`src/rtl/darkspi_responder.sv`:
```
// SPI mode-0 responder exposing an 8 x 8-bit register bank (regs 0-3 drive OPORT, 4-7 read IPORT).
// Define DARKSPI_IRQ_EN to enable the input-change interrupt on IRQ.
`timescale 1ns/1ps

module darkspi_responder #(
    parameter int unsigned SYNC_STAGES = 2,
    parameter logic [31:0] OPORT_RESET = 32'h0000_0000
) (
    input  logic        CLK,
    input  logic        RES,
    input  logic        SPI_SCK,
    input  logic        SPI_MOSI,
    input  logic        SPI_CSN,
    output logic        SPI_MISO,
    output logic        SPI_MISO_OE,
    input  logic [31:0] IPORT,
    output logic [31:0] OPORT,
    output logic        IRQ
);

    typedef enum logic [1:0] {
        IDLE,
        CMD,
        DATA
    } state_t;

    logic [SYNC_STAGES-1:0] sck_sync;
    logic [SYNC_STAGES-1:0] mosi_sync;
    logic [SYNC_STAGES-1:0] csn_sync;
    logic                   sck_prev;
    logic                   csn_prev;

    logic sck_s;
    logic mosi_s;
    logic csn_s;
    logic sck_rise;
    logic sck_fall;
    logic csn_rise;
    logic csn_fall;

    state_t      state;
    logic [2:0]  bit_cnt;
    logic [2:0]  addr;
    logic        rw;
    logic [6:0]  shift_in;
    logic [7:0]  shift_out;
    logic        miso;
    logic [31:0] oport;

    logic [7:0]  rx_byte;
    logic [2:0]  next_addr;
    logic        byte_done;
    logic        load_en;
    logic [2:0]  load_addr;

    // NOTE: CSN synchronizer resets to the idle (high) level so reset release never fakes a CSN fall.
    always_ff @(posedge CLK or posedge RES) begin
        if (RES) begin
            sck_sync  <= '0;
            mosi_sync <= '0;
            csn_sync  <= '1;
            sck_prev  <= 1'b0;
            csn_prev  <= 1'b1;
        end else begin
            sck_sync  <= {sck_sync[SYNC_STAGES-2:0], SPI_SCK};
            mosi_sync <= {mosi_sync[SYNC_STAGES-2:0], SPI_MOSI};
            csn_sync  <= {csn_sync[SYNC_STAGES-2:0], SPI_CSN};
            sck_prev  <= sck_s;
            csn_prev  <= csn_s;
        end
    end

    assign sck_s    = sck_sync[SYNC_STAGES-1];
    assign mosi_s   = mosi_sync[SYNC_STAGES-1];
    assign csn_s    = csn_sync[SYNC_STAGES-1];
    assign sck_rise = sck_s & ~sck_prev;
    assign sck_fall = ~sck_s & sck_prev;
    assign csn_rise = csn_s & ~csn_prev;
    assign csn_fall = ~csn_s & csn_prev;

    function automatic logic [7:0] reg_read(input logic [2:0] a, input logic [31:0] o,
                                            input logic [31:0] i);
        logic [31:0] word;
        word = a[2] ? i : o;
        return word[{a[1:0], 3'b000} +: 8];
    endfunction

    always_comb begin
        rx_byte   = {shift_in, mosi_s};
        next_addr = addr + 3'd1;
        byte_done = (state != IDLE) && !csn_s && sck_rise && (bit_cnt == 3'd7);
        load_en   = byte_done && (((state == CMD) && rx_byte[7]) || ((state == DATA) && rw));
        load_addr = (state == CMD) ? rx_byte[2:0] : next_addr;
    end

    always_ff @(posedge CLK or posedge RES) begin
        if (RES) begin
            state     <= IDLE;
            bit_cnt   <= 3'd0;
            addr      <= 3'd0;
            rw        <= 1'b0;
            shift_in  <= 7'd0;
            shift_out <= 8'd0;
            miso      <= 1'b0;
            oport     <= OPORT_RESET;
        end else if (csn_rise) begin
            state   <= IDLE;
            bit_cnt <= 3'd0;
        end else if (csn_fall) begin
            state     <= CMD;
            bit_cnt   <= 3'd0;
            shift_out <= 8'd0;
            miso      <= 1'b0;
        end else if ((state != IDLE) && !csn_s) begin
            if (sck_rise) begin
                shift_in <= rx_byte[6:0];
                bit_cnt  <= bit_cnt + 3'd1;
                if (bit_cnt == 3'd7) begin
                    if (state == CMD) begin
                        rw    <= rx_byte[7];
                        addr  <= rx_byte[2:0];
                        state <= DATA;
                    end else begin
                        if (!rw && !addr[2])
                            oport[{addr[1:0], 3'b000} +: 8] <= rx_byte;
                        addr <= next_addr;
                    end
                end
                if (load_en)
                    shift_out <= reg_read(load_addr, oport, IPORT);
            end else if (sck_fall) begin
                miso      <= shift_out[7];
                shift_out <= {shift_out[6:0], 1'b0};
            end
        end
    end

    assign SPI_MISO    = miso;
    assign SPI_MISO_OE = ~csn_s;
    assign OPORT       = oport;

`ifdef DARKSPI_IRQ_EN
    logic [31:0] snap;
    logic        irq;
    logic        irq_clear;

    assign irq_clear = load_en && (load_addr == 3'd4);

    // NOTE: snapshot has no async reset; it loads IPORT synchronously while RES is held.
    always_ff @(posedge CLK) begin
        if (RES || irq_clear)
            snap <= IPORT;
    end

    always_ff @(posedge CLK or posedge RES) begin
        if (RES)
            irq <= 1'b0;
        else if (irq_clear)
            irq <= 1'b0;
        else if (IPORT != snap)
            irq <= 1'b1;
    end

    assign IRQ = irq;
`else
    assign IRQ = 1'b0;
`endif

endmodule

```
`config.mk`:
```
export PLATFORM = sky130hd
export DESIGN_NAME = darkspi_responder
export DESIGN_NICKNAME = d
export VERILOG_FILES = /design/src/rtl/darkspi_responder.sv
export SDC_FILE = /design/constraint.sdc
export NUM_CORES = 1
export LEC_CHECK = 0
export BUFFER_PORTS_ARGS = -buffer_cell sky130_fd_sc_hd__buf_4
export CAP_MARGIN = 5
export CELL_PAD_IN_SITES_DETAIL_PLACEMENT = 1
export CELL_PAD_IN_SITES_GLOBAL_PLACEMENT = 1
export CORE_ASPECT_RATIO = 0.6
export CORE_UTILIZATION = 30
export DETAILED_ROUTE_END_ITERATION = 12
export PLACE_DENSITY_LB_ADDON = 0.05
export SYNTH_ARGS = -nofsm -noshare
export SYNTH_HDL_FRONTEND = slang
export SYNTH_SLANG_ARGS = --single-unit
```
`constraint.sdc`:
```
create_clock -name CLK -period 2.97 [get_ports CLK]
set_clock_uncertainty 0.15 [all_clocks]
set_input_delay 0.297 -clock CLK [delete_from_list [all_inputs] [get_ports CLK]]
set_output_delay 0.297 -clock CLK [all_outputs]
set_load 0.05 [all_outputs]
```
==> results.md <==
- Status: finished clean
- Pwr dens: 605 nW/µm²
- CP endpoint kind: flip-flop
- Clk slew on worst S/H paths: 0.06 ns
- Vias/cell: 5.33
- Clock Path Buffers: 2
- Area leader, netlist: dfrtp_1
- Final Max Slew Viols: 0
- Req. time, crit path: 3.00 ns
- P&R area growth vs syn: 28.8%
- Core footprint: 12400 µm²
- Clock Latency Late Sink: 0.33 ns
- # fillers: 1480
- Number of port buffers: 70
- Tmin final: 2.86 ns
- GRT overflow: 0
- Number of synthesized flops with an enable pin: 0
- Pin count of the biggest net entering global routing: 28
- Final hold viol count: 0
- Final Non-Filler Cells: 702
- Initial antenna violation count: 0
- Die area: 13600 µm²
- Mapped Nets: 500
- H-tree lvl count: 3
- Mapped Area: 3930 µm²
- First-pass GRT wire length: 23500 µm
- RSZ-0062 raised after global routing: true
- Synth Warn #: 0
- Critical Path Fanout Max: 16
- CP startpoint kind: flip-flop
- Yosys top cell area share: 39.4%
- Starting Density: 31.7%
- Most common cell in the netlist: nand2_1
- Setup violators final: 0
- Worst VDD drop: 356 µV
- Reg2Reg Capture Point: OPORT[11]
- F_max: 350 MHz
- Clock network fraction of total power: 38.2%
- Clock tree from TritonCTS: built
- Hpwl dp: 11900 µm
- Most used DFF post-synth: dfrtp_1
- Total chip power: 3060 µW
- Share of cells above drive strength 1: 24.8%
- Most instantiated cells after synthesis: 123 x nand2_1, 62 x dfrtp_1, 44 x o21ai_0, 28 x mux2i_1
- Remaining antenna violation count: 0
- Drt wl/cell: 21.7 µm
- Cts repair resizes: 0
- Hold Slack: 0.206 ns
- CTS Buf Count: 9
- Drt total wl: 15300 µm
- Rows: 31
- Leakage power: 0.00220 µW
- Post-route cell area: 5060 µm²
- Gate power share: 28.0%
- Sinks on Clock Net: 65
- Placed Cells: 682
- Slew @ Worst Pin: 0.709 ns
- Overall Global Routing Usage: 23.7%
- Worst Hold Depth: 0
- Max-cap violations: 0
- Detailed-router iteration count before antenna repair: 4
- Setup bufs post-CTS: 0
- Arr. time, crit path: 2.89 ns
- HP Class: flip-flop to flip-flop
- Switching Fraction: 33.7%
- Async SR Flop Fraction: 100%
- Die width: 150 µm
- FF-to-FF Start: csn_sync[1]
- Boundary pin count: 72
- CTS root buf: clkbuf_16
- Tcrit/Tclk final: 96.2%
- Placed cell area: 4700 µm²
- Vias in the first global route: 3865
- Mean Syn Cell Area: 8.72 µm²
- Setup TNS: 0 ns
- Via Count: 3744
- R2R Setup Slk: 0.11 ns
- Reg2reg path depth: 8
- Synth Instances: 451
- DRT iter0 DRCs: 216
- Die H: 90.7 µm
- Synth unique cells: 46
- Antenna cells: 0
- Nets: 581
- Part of the power in registers: 33.9%
- CP Class: flip-flop to flip-flop
- Min-Delay Endpoint: mosi_sync[1]
- Psw: 1030 µW
- Sequential area share after synthesis: 41.4%
- DRC Markers: 0
- #FFs+latches synth: 65
- Slew HR: 52.6%
- Routability cong.: 0.846
- Area contributors post-synth: dfrtp_1 39%, nand2_1 12%, mux2i_1 7.1%
- Worst hold start: mosi_sync[0]
- Cell Int Power: 2030 µW
kinds of logic (layout without fill, tap and decap cells):
| logic type | count (synthesis) | in the layout | synth area share [%] |
|---|---|---|---|
| compound gates | 102 | 102 | 17.2 |
| xor+xnor | 2 | 2 | 0.445 |
| fa+ha+maj | 12 | 12 | 3.82 |
| buf+inv | 47 | 133 | 5.82 |
| flops | 65 | 65 | 41.4 |
| mux | 40 | 40 | 10.8 |
| other cells | 1 | 1 | 0.0953 |
| simple gates | 182 | 182 | 20.5 |
how the worst max path moves through the flow:
stage / from / to / depth (start not counted)
final: csn_sync[1] / OPORT[11] / 8
after global routing: csn_sync[1] / OPORT[9] / 8
after CTS: csn_sync[1] / OPORT[22] / 7
after detailed placement: csn_sync[1] / OPORT[22] / 8
after global placement: csn_sync[1] / OPORT[13] / 8
after floorplan: csn_sync[1] / rw / 7
stage by stage:
stage	setup WS (ns)	util, %
6_report	0.112	40.8
5_1_grt	-0.124	40.8
4_1_cts	0.0982	40.8
3_5_place_dp	0.123	37.9
3_3_place_gp	0.235	37.9
2_1_floorplan	0.291	-
placed cells by master, fill, tap and decap left out, types with 3 or more instances in the layout:
cell / synthesis / final
a211oi_1: 3 / 3
a21oi_1: 10 / 10
a31oi_1: 9 / 9
a32o_1: 8 / 8
a32oi_1: 7 / 7
buf_4: 2 / 91
clkbuf_16: 0 / 9
dfrtp_1: 62 / 62
dfstp_2: 3 / 3
dlygate4sd3_1: 0 / 4
ha_1: 12 / 12
inv_1: 21 / 20
mux2_2: 10 / 10
mux2i_1: 28 / 28
nand2_1: 123 / 123
nand3_1: 21 / 21
nor2_1: 11 / 11
nor2b_1: 6 / 5
nor3_1: 11 / 11
o21ai_0: 44 / 44
o221ai_1: 7 / 7
o41a_1: 3 / 3
power groups by stage:
| stage | Clock, µW | Combinational [µW] | Sequential [µW] |
|---|---|---|---|
| final | 1170 | 856 | 1040 |
| after detailed placement | 0 | 847 | 1050 |
| after CTS | 1190 | 855 | 1040 |
| after global routing | 1220 | 941 | 1050 |
| after floorplan | 0 | 637 | 988 |
| after global placement | 0 | 838 | 1050 |
layer usage:
layer / up-vias / global-route usage, % / part of all wire [%]
li1: 1745 / - / -
met1: 1881 / 39.2 / 53
met2: 112 / 30.1 / 38
met3: 6 / 4.44 / 8.1
met4: 0 / 5.05 / 0.60
met5: - / 0 / 0
state kept, by name (all words and copies together), names as in the netlist, 3 cells and up:
name / cells
bit_cnt: 3
addr: 3
shift_out: 8
shift_in: 7
OPORT: 32
repair_timing:
action / in CTS / in global routing
endpoints found under the setup margin: 0 / 32
hold endpoints to repair: 18 / 0
hold buffers: 4 / 0
layout make-up:
| class | instances | area (µm²) | share of cell area (%) |
|---|---|---|---|
| Clock buffer | 10 | 229 | 4.52 |
| Clock inverter | 6 | 92.6 | 1.83 |
| Inverter | 21 | 78.8 | 1.56 |
| Multi-Input combinational cell | 339 | 2080 | 41.2 |
| Sequential cell | 65 | 1630 | 32.2 |
| Tap cell | 165 | 206 | 4.08 |
| Timing Repair Buffer | 96 | 743 | 14.7 |
critical path: stages, from the launching register on:
cell,delay [ns]
dfstp_2,0.65
inv_1,0.10
ha_1,0.30
nor2_1,0.19
nand2_1,0.08
nor4_2,0.48
nand2_1,0.47
nand2_1,0.17
o21ai_0,0.10
Power figures use the tool's default switching activity.
